File: src/rtl/xphy_link_ctrl_if.sv
// Status and control bundle between the link bring-up sequencer (master) and the MAC/PHY side (slave).
interface xphy_link_ctrl_if;
  logic       tx_resetdone;
  logic       rx_resetdone;
  logic       signal_detect;
  logic       tx_fault;
  logic       block_lock;
  logic       restart;
  logic       phy_reset;
  logic       core_reset_tx;
  logic       core_reset_rx;
  logic       link_up;
  logic       link_fail;
  logic [7:0] retry_cnt;
  logic [2:0] ctrl_state;

  modport master (
    input  tx_resetdone, rx_resetdone, signal_detect, tx_fault, block_lock, restart,
    output phy_reset, core_reset_tx, core_reset_rx, link_up, link_fail, retry_cnt, ctrl_state
  );

  modport slave (
    output tx_resetdone, rx_resetdone, signal_detect, tx_fault, block_lock, restart,
    input  phy_reset, core_reset_tx, core_reset_rx, link_up, link_fail, retry_cnt, ctrl_state
  );
endinterface

File: src/rtl/xphy_link_ctrl.sv
// 10G link bring-up sequencer: PHY reset pulse, GT/optics/lock qualification, ordered MAC reset release
// and bounded retries. All outputs are registered (one cycle from the deciding input); no backpressure.
module xphy_link_ctrl #(
  parameter int C_RST_CYCLES    = 16,
  parameter int C_WAIT_TIMEOUT  = 65535,
  parameter int C_LOCK_DEBOUNCE = 1024,
  parameter int C_RETRY_MAX     = 7
) (
  input  logic             clk156,
  input  logic             reset,
  xphy_link_ctrl_if.master lnk
);

  typedef enum logic [2:0] {
    HOLD_RST  = 3'd0,
    WAIT_DONE = 3'd1,
    WAIT_SIG  = 3'd2,
    REL_TX    = 3'd3,
    WAIT_LOCK = 3'd4,
    UP        = 3'd5,
    FAIL      = 3'd6
  } state_t;

  // Terminal values are one below the cycle counts: compare happens before increment.
  localparam logic [15:0] RST_LAST  = 16'(C_RST_CYCLES - 1);
  localparam logic [15:0] TO_LAST   = 16'(C_WAIT_TIMEOUT - 1);
  localparam logic [15:0] DB_LAST   = 16'(C_LOCK_DEBOUNCE - 1);
  localparam logic [7:0]  RETRY_LIM = 8'(C_RETRY_MAX);

  state_t      state, state_nxt;
  logic [15:0] cnt, cnt_nxt;
  logic [15:0] lock_cnt, lock_nxt;
  logic [7:0]  retry_q, retry_nxt;
  logic        retry_evt;
  logic        done_ok;
  logic        sig_ok;

  assign done_ok = lnk.tx_resetdone & lnk.rx_resetdone;
  assign sig_ok  = lnk.signal_detect & ~lnk.tx_fault;

  // {phy_reset, core_reset_tx, core_reset_rx, link_up, link_fail}
  function automatic logic [4:0] decode(state_t s);
    logic [4:0] d;
    d = 5'b11100;
    case (s)
      HOLD_RST:  d = 5'b11100;
      WAIT_DONE: d = 5'b01100;
      WAIT_SIG:  d = 5'b01100;
      REL_TX:    d = 5'b00100;
      WAIT_LOCK: d = 5'b00000;
      UP:        d = 5'b00010;
      FAIL:      d = 5'b11101;
      default:   d = 5'b11100;
    endcase
    return d;
  endfunction

  always_comb begin
    state_nxt = state;
    cnt_nxt   = cnt;
    lock_nxt  = lock_cnt;
    retry_nxt = retry_q;
    retry_evt = 1'b0;

    if (lnk.restart) begin
      state_nxt = HOLD_RST;
      retry_nxt = 8'd0;
    end else begin
      case (state)
        HOLD_RST: begin
          if (cnt == RST_LAST) state_nxt = WAIT_DONE;
          else                 cnt_nxt   = cnt + 16'd1;
        end
        WAIT_DONE: begin
          if (done_ok)              state_nxt = WAIT_SIG;
          else if (cnt == TO_LAST)  retry_evt = 1'b1;
          else                      cnt_nxt   = cnt + 16'd1;
        end
        // Fibre may legitimately be absent, so no timeout here.
        WAIT_SIG: begin
          if (!done_ok)     state_nxt = HOLD_RST;
          else if (sig_ok)  state_nxt = REL_TX;
        end
        REL_TX: begin
          if (!done_ok)     state_nxt = HOLD_RST;
          else if (!sig_ok) state_nxt = WAIT_SIG;
          else              state_nxt = WAIT_LOCK;
        end
        WAIT_LOCK: begin
          if (!done_ok)                                  state_nxt = HOLD_RST;
          else if (!sig_ok)                              state_nxt = WAIT_SIG;
          else if (lnk.block_lock && lock_cnt == DB_LAST) state_nxt = UP;
          else if (cnt == TO_LAST)                       retry_evt = 1'b1;
          else begin
            cnt_nxt  = cnt + 16'd1;
            lock_nxt = lnk.block_lock ? lock_cnt + 16'd1 : 16'd0;
          end
        end
        UP: begin
          if (!done_ok)                         state_nxt = HOLD_RST;
          else if (!lnk.block_lock || !sig_ok)  state_nxt = WAIT_SIG;
        end
        FAIL:    state_nxt = FAIL;
        default: state_nxt = HOLD_RST;
      endcase

      if (retry_evt) begin
        retry_nxt = (retry_q == 8'hFF) ? 8'hFF : retry_q + 8'd1;
        state_nxt = (retry_nxt == RETRY_LIM) ? FAIL : HOLD_RST;
      end
      if (state_nxt == UP && state != UP) retry_nxt = 8'd0;
    end

    // Every phase starts its timers from zero, including a restart into HOLD_RST.
    if (lnk.restart || state_nxt != state) begin
      cnt_nxt  = 16'd0;
      lock_nxt = 16'd0;
    end
  end

  always_ff @(posedge clk156) begin
    if (reset) begin
      state             <= HOLD_RST;
      cnt               <= 16'd0;
      lock_cnt          <= 16'd0;
      retry_q           <= 8'd0;
      lnk.phy_reset     <= 1'b1;
      lnk.core_reset_tx <= 1'b1;
      lnk.core_reset_rx <= 1'b1;
      lnk.link_up       <= 1'b0;
      lnk.link_fail     <= 1'b0;
    end else begin
      state    <= state_nxt;
      cnt      <= cnt_nxt;
      lock_cnt <= lock_nxt;
      retry_q  <= retry_nxt;
      {lnk.phy_reset, lnk.core_reset_tx, lnk.core_reset_rx, lnk.link_up, lnk.link_fail}
               <= decode(state_nxt);
    end
  end

  assign lnk.retry_cnt  = retry_q;
  assign lnk.ctrl_state = state;

endmodule

File: src/flat_wrapper.sv
// flat-port wrapper written by rule: the top's interface ports become plain ports
module xphy_link_ctrl_flat 
#(
  parameter int C_RST_CYCLES    = 16,
  parameter int C_WAIT_TIMEOUT  = 65535,
  parameter int C_LOCK_DEBOUNCE = 1024,
  parameter int C_RETRY_MAX     = 7
)
  (clk156, reset, lnk_tx_resetdone, lnk_rx_resetdone, lnk_signal_detect, lnk_tx_fault, lnk_block_lock, lnk_restart, lnk_phy_reset, lnk_core_reset_tx, lnk_core_reset_rx, lnk_link_up, lnk_link_fail, lnk_retry_cnt, lnk_ctrl_state);
  xphy_link_ctrl_if lnk_i ();
  input  logic clk156;
  input  logic reset;
  input wire logic [$bits(lnk_i.tx_resetdone)-1:0] lnk_tx_resetdone;
  input wire logic [$bits(lnk_i.rx_resetdone)-1:0] lnk_rx_resetdone;
  input wire logic [$bits(lnk_i.signal_detect)-1:0] lnk_signal_detect;
  input wire logic [$bits(lnk_i.tx_fault)-1:0] lnk_tx_fault;
  input wire logic [$bits(lnk_i.block_lock)-1:0] lnk_block_lock;
  input wire logic [$bits(lnk_i.restart)-1:0] lnk_restart;
  output wire logic [$bits(lnk_i.phy_reset)-1:0] lnk_phy_reset;
  output wire logic [$bits(lnk_i.core_reset_tx)-1:0] lnk_core_reset_tx;
  output wire logic [$bits(lnk_i.core_reset_rx)-1:0] lnk_core_reset_rx;
  output wire logic [$bits(lnk_i.link_up)-1:0] lnk_link_up;
  output wire logic [$bits(lnk_i.link_fail)-1:0] lnk_link_fail;
  output wire logic [$bits(lnk_i.retry_cnt)-1:0] lnk_retry_cnt;
  output wire logic [$bits(lnk_i.ctrl_state)-1:0] lnk_ctrl_state;
  assign lnk_i.tx_resetdone = lnk_tx_resetdone;
  assign lnk_i.rx_resetdone = lnk_rx_resetdone;
  assign lnk_i.signal_detect = lnk_signal_detect;
  assign lnk_i.tx_fault = lnk_tx_fault;
  assign lnk_i.block_lock = lnk_block_lock;
  assign lnk_i.restart = lnk_restart;
  assign lnk_phy_reset = lnk_i.phy_reset;
  assign lnk_core_reset_tx = lnk_i.core_reset_tx;
  assign lnk_core_reset_rx = lnk_i.core_reset_rx;
  assign lnk_link_up = lnk_i.link_up;
  assign lnk_link_fail = lnk_i.link_fail;
  assign lnk_retry_cnt = lnk_i.retry_cnt;
  assign lnk_ctrl_state = lnk_i.ctrl_state;
  xphy_link_ctrl #(.C_RST_CYCLES(C_RST_CYCLES), .C_WAIT_TIMEOUT(C_WAIT_TIMEOUT), .C_LOCK_DEBOUNCE(C_LOCK_DEBOUNCE), .C_RETRY_MAX(C_RETRY_MAX)) u_core (.clk156(clk156), .reset(reset), .lnk(lnk_i));
endmodule
File: config.mk
export PLATFORM = sky130hd
export DESIGN_NAME = xphy_link_ctrl_flat
export DESIGN_NICKNAME = d
export VERILOG_FILES = /design/src/rtl/xphy_link_ctrl_if.sv /design/src/rtl/xphy_link_ctrl.sv /design/src/flat_wrapper.sv
export SDC_FILE = /design/constraint.sdc
export NUM_CORES = 1
export LEC_CHECK = 0
export BUFFER_PORTS_ARGS = -buffer_cell sky130_fd_sc_hd__buf_2
export CORE_UTILIZATION = 40
export CTS_CLUSTER_DIAMETER = 200
export CTS_CLUSTER_SIZE = 24
export DETAILED_ROUTE_END_ITERATION = 8
export PLACE_DENSITY = 0.61
export SETUP_SLACK_MARGIN = 0.1
export SYNTH_ARGS = -nofsm -noshare
export SYNTH_HDL_FRONTEND = slang
export SYNTH_SLANG_ARGS = --single-unit
File: constraint.sdc
create_clock -name clk156 -period 6.15 [get_ports clk156]
set_input_delay 0.615 -clock clk156 [delete_from_list [all_inputs] [get_ports clk156]]
set_output_delay 0.615 -clock clk156 [all_outputs]
set_load 0.05 [all_outputs]
; Word level (Yosys, flattened, before mapping)
; Cells that the tools add are included.
[op_classes]
addsub = 3
eq_ne = 25
n_mux = 33
bitwise_logic = 6
reduce_logical = 13
[ops]
columns = cell, count
row1 = $mux 16, 7
row2 = $pmux 16 s3, 1
row3 = $mux 3, 15
row4 = $add 16x1->16 const B, 2
row5 = $pmux 5 s5, 1
row6 = $eq 3x3->1 const B, 7
row7 = $pmux 3 s7, 1
row8 = $eq 16x10->1 const B, 1
row9 = $eq 16x16->1 const B, 1
row10 = $eq 16x4->1 const B, 1
row11 = $eq 3x2->1 const B, 4
row12 = $add 8x1->8 const B, 1
row13 = $eq 8x3->1 const B, 1
row14 = $eq 8x8->1 const B, 1
row15 = $mux 8, 1
row16 = $reduce_and 7->1, 1
row17 = $eq 3x1->1 const B, 2
row18 = $mux 1, 6
row19 = $ne 2x2->1 const B, 3
row20 = $reduce_and 6->1, 1
row21 = $ne 2x1->1 const B, 2
row22 = $not 1->1, 4
row23 = $reduce_or 2->1, 2
row24 = $logic_not 3->1, 1
row25 = 9 further kinds, 13
[totals]
register_bits = 48
inputBits = 8
output_inout_bits = 16
elab_cells = 89

; Depth between registers and ports, before layout
[depth]
word_depth = 13
mapped_depth = 12
mapped_depth_nobuf = 10

; Worst setup path after synthesis
; Ideal clock, no wire load.
[synth_path]
kind = register to register
from = register u_core.retry_q[0], in the netlist u_core.lnk.retry_cnt[0]
to = register u_core.lock_cnt[15]
setup_ns = 0.078
t_arrival_ns = 2.585
required_time_ns = 6.072
setup_slack_ns = 3.487
path_stages_with_launch = 12
path_buffers = 2
cell_sequence = dfxtp_1 > ha_1 > and3_1 > nor3_1 > a31o_2 > o2111ai_2 > a21oi_2 > xor2_1 > or3_1 > buf_2 > buf_6 > nor3_1
[synth_via]
elab_chain_cells = 10
elab_cells_between_ends = 11
classes_between = add/sub (1) / eq/ne (3) / mux (5) / reduce/logical (2)
[synth_rtl]
columns = element, line_no
row1 = "start, declared", xphy_link_ctrl.sv:33  ; logic [7:0] retry_q, retry_nxt;
row2 = "start signal, assigned", xphy_link_ctrl.sv:136  ; retry_q <= retry_nxt;
row3 = $add 8x1->8 or $eq 8x8->1 (tied branches), xphy_link_ctrl.sv:108  ; retry_nxt = (retry_q == 8'hFF) ? 8'hFF : retry_q + 8'd1;
row4 = $mux 8 *, xphy_link_ctrl.sv:108
row5 = $eq 8x3->1 *, xphy_link_ctrl.sv:109  ; state_nxt = (retry_nxt == RETRY_LIM) ? FAIL : HOLD_RST;
row6 = $mux 3 *, xphy_link_ctrl.sv:109
row7 = $mux 3 *, xphy_link_ctrl.sv:107  ; if (retry_evt) begin
row8 = $mux 3 * (2 in a row), xphy_link_ctrl.sv:65  ; if (lnk.restart) begin
row9 = $ne 3x3->1 *, xphy_link_ctrl.sv:115  ; if (lnk.restart || state_nxt != state) begin
row10 = $logic_or 1x1->1 *, xphy_link_ctrl.sv:115
row11 = $reduce_or 2->1 (no source line) *, -
row12 = "end signal, assigned", xphy_link_ctrl.sv:135  ; lock_cnt <= lock_nxt;
row13 = "end, declared", xphy_link_ctrl.sv:32  ; logic [15:0] lock_cnt, lock_nxt;
; Mark *: on every way between the ends. The rest lies on a longest branch, timed or not. The select of a mux whose other input is x is not followed.
; A chain may end at the register's enable or synchronous reset.

; Final worst setup path
[layout_path]
from = register u_core.cnt[0]
to = register u_core.lock_cnt[3]
[layout_via]
elab_chain_cells = 13
elab_cells_between_ends = 19
classes_between = eq/ne (3) / mux (12) / bitwise (1) / reduce/logical (3)
[layout_rtl]
columns = element, line_no
row1 = "start, declared", xphy_link_ctrl.sv:31  ; logic [15:0] cnt, cnt_nxt;
row2 = "start signal, assigned", xphy_link_ctrl.sv:134  ; cnt <= cnt_nxt;
row3 = $eq 16x16->1, "xphy_link_ctrl.sv:76, xphy_link_ctrl.sv:93"
row4 = $mux 1, "xphy_link_ctrl.sv:76, xphy_link_ctrl.sv:93"
row5 = $mux 1, xphy_link_ctrl.sv:92  ; else if (lnk.block_lock && lock_cnt == DB_LAST) state_nxt = UP;
row6 = $mux 1, xphy_link_ctrl.sv:91  ; else if (!sig_ok) state_nxt = WAIT_SIG;
row7 = $mux 1, xphy_link_ctrl.sv:90  ; if (!done_ok) state_nxt = HOLD_RST;
row8 = $pmux 1 s2, xphy_link_ctrl.sv:69  ; case (state)
row9 = $mux 1, xphy_link_ctrl.sv:65
row10 = $mux 3, xphy_link_ctrl.sv:107
row11 = $mux 3 (2 in a row), xphy_link_ctrl.sv:65
row12 = $ne 3x3->1, xphy_link_ctrl.sv:115
row13 = $logic_or 1x1->1, xphy_link_ctrl.sv:115
row14 = $reduce_or 2->1 (no source line), -
; Several ways; a longest one is shown, not always the timed one. The select of a mux whose other input is x is not followed.

==> reports/qor.txt <==
Outcome -> completed
Sequential power share -> 56.0%
Asr flop ratio synth -> 0%
Psw -> 119 uW
Sw Ratio -> 21.3%
DIE AREA -> 6780 um2
Synth unique cells -> 50
CTS Buf Count -> 5
Worst-path clk slew -> 90 ps
Vias in the first global route -> 2133
TritonCTS clock tree -> built
Cts repair resizes -> 0
# setup viols final -> 0
Pleak -> 0.988 nW
DR iter-0 viols -> 91
Clock Tree Root -> clkbuf_8
FF+latch count, synth -> 48
Area delta synth->final -> 9.88%
Sink Count -> 48
Gr ovfl total -> 0
Required @ worst endpoint -> 6300 ps
WP data arrival -> 3370 ps
Crit end category -> flop
Worst Tran Pin Value -> 1180 ps
Crit path cell chain -> inv_1 > ha_1 > and4_1 > and4_1 > o211a_1 > or3_1 > a21oi_2 > xor2_1 > or3_1 > nor3_1
Commonest non-fill, non-tap cell in the layout -> dfxtp_1
First-pass GRT wire length -> 9.86 mm
Final hold viol count -> 0
Max-Cap Viols -> 0
Die Ht -> 82.4 um
RSZ-0062 raised after global routing -> false
Combinational fraction of design power -> 3.2%
Most frequent cells in the layout -> dfxtp_1 (48), nor2_1 (34), nand2_1 (29), nor3_1 (25), buf_2 (23)
Fmax -> 311 MHz
Post-Syn Nets -> 320
Worst clock skew -> 9.09 ps
Kind of critical path -> reg -> reg
WL/cell -> 14.2 um
Seq/Total Area, Yosys -> 37.2%
Routed Antenna Nets -> 0
Crit-path max cell delay -> 910 ps
RD Place Congestion -> 0.875
Synthesized instance count -> 308
Final nets -> 339
Antenna violations before repair -> 0
CTS Buffer Depth -> 2
Final TNS setup -> 0 ps
Yosys warning count -> 0
Post-Syn Area -> 2580 um2
Initial Util -> 42.6%
Antenna diode count -> 0
Worst path slowest cell -> or3_1
Worst skew pair latency -> 310 ps
Core Footprint -> 6060 um2
DRC viols -> 0
PD cells -> 196 nW/um2
Pre-Repair DR Iteration Count -> 4
Startpoint Class -> flop
Mean Syn Cell Area -> 8.39 um2
Total track usage -> 18.9%
DR vias/cell -> 5.67
Pins Over Slew Limit -> 0
Post-CTS setup buffers -> 0
Final worst path period share -> 52.3%
Internal cell power -> 438 uW
Clk pwr share -> 40.7%
Largest net degree at the start of global routing -> 33
Worst slew margin -> 21.6%
Design Power -> 557 uW
Post-synth EDFFs -> 0
Worst Path Max Fanout -> 32
Port Buffers -> 23
Primary FF master, synth -> dfxtp_1
DP Wirelength -> 3.98 mm
Max VDD drop -> 0.0910 mV
Top Ports -> 24
Vias -> 2283
Final WL -> 5.73 mm
Die W -> 82.4 um
Clock period minus worst slack -> 3220 ps
Number of placement rows -> 28
Layout cells sized above 1 -> 13.4%
Cts hold-fix bufs -> 0
Hold Path Class -> in -> reg
H-tree Lvls -> 2
[cells by family after synthesis]
| logic type | count (synthesis) | share of synthesized area (%) |
|---|---|---|
| fa+ha+maj | 4 | 1.94 |
| flops | 48 | 37.2 |
| compound gates | 45 | 12.8 |
| simple gates | 163 | 34.2 |
| buf+inv | 17 | 3.39 |
| xor+xnor | 31 | 10.5 |
[cell type report]
| cell class | instances | area (um2) |
|---|---|---|
| fillers | 591 | 3220 |
| multi-input cells | 243 | 1540 |
| flip-flops and latches | 48 | 961 |
| repair buffers | 24 | 123 |
| well taps | 75 | 93.8 |
| clock buffers | 6 | 72.6 |
| clock inverters | 2 | 35.0 |
| inverters | 5 | 18.8 |
[through the flow]
step           hold WS (ps)  util (%)  area (um2)  std cells  setup WS [ps]
2_1_floorplan           465         -        2580        308           3490
3_3_place_gp            485      45.1        2730        395           2800
3_5_place_dp            492      45.1        2730        395           2690
4_1_cts                 486      46.8        2840        403           2860
5_1_grt                 506      46.8        2840        403           2490
6_report                494      46.8        2840        403           2930
[flip-flops by register name, indices dropped and copies added (netlist names)]
name,cells
u_core.lnk.core_reset_rx,1
u_core.lnk.link_fail,1
u_core.lnk.retry_cnt,8
u_core.lnk.core_reset_tx,1
u_core.cnt,16
u_core.lnk.ctrl_state,3
u_core.lock_cnt,16
u_core.lnk.link_up,1
u_core.lnk.phy_reset,1
[synthesized netlist by cell type, types with 7 or more instances]
master	instances	area share, %
a21oi_1	10	1.9
nand3_1	21	4.1
xnor2_1	10	3.4
and3_1	7	1.7
dfxtp_1	48	37
nor3_1	25	4.8
and4_1	7	2.4
nand2_1	29	4.2
xor2_1	21	7.1
nor2_1	34	4.9
o21ai_0	8	1.5
nand4_1	11	2.7
[critical path: cells and delay by family, from the launching register on]
family	cells	cell delay [ps]
and+or+nand+nor	5	1910
DFF	1	400
AOI/OAI and AO/OA	2	320
adders and majority gates	1	220
xor gates and xnor gates	1	140
buffers and inverters	1	60
[worst paths after layout]
path | startpoint | endpoint | slack [ps] | cells after the start
setup / recovery | u_core.cnt[0] | u_core.lock_cnt[3] | 2930 | 10
hold / removal | reset | u_core.lnk.ctrl_state[0] | 490 | 2
setup reg to reg | u_core.cnt[0] | u_core.lock_cnt[3] | 2930 | 10
hold reg to reg | u_core.lock_cnt[1] | u_core.lock_cnt[1] | 510 | 2
[per-layer routing]
metal	GRT usage (%)	vias to the layer above	share of wire, %
li1	-	1161	-
met1	26.3	1087	52
met2	29.5	27	44
met3	3.30	8	2.6
met4	6.32	0	1.4
met5	0	-	0
[power by group through the flow]
| stage | sequential [mW] | clock, mW | combinational (mW) |
|---|---|---|---|
| after CTS | 0.312 | 0.234 | 0.0183 |
| final | 0.312 | 0.227 | 0.0180 |
| after floorplan | 0.319 | 0 | 0.0126 |
| after detailed placement | 0.319 | 0 | 0.0182 |
| after global placement | 0.319 | 0 | 0.0180 |
| after global routing | 0.312 | 0.250 | 0.0203 |
Note: power is estimated with default switching activity, not from simulation.
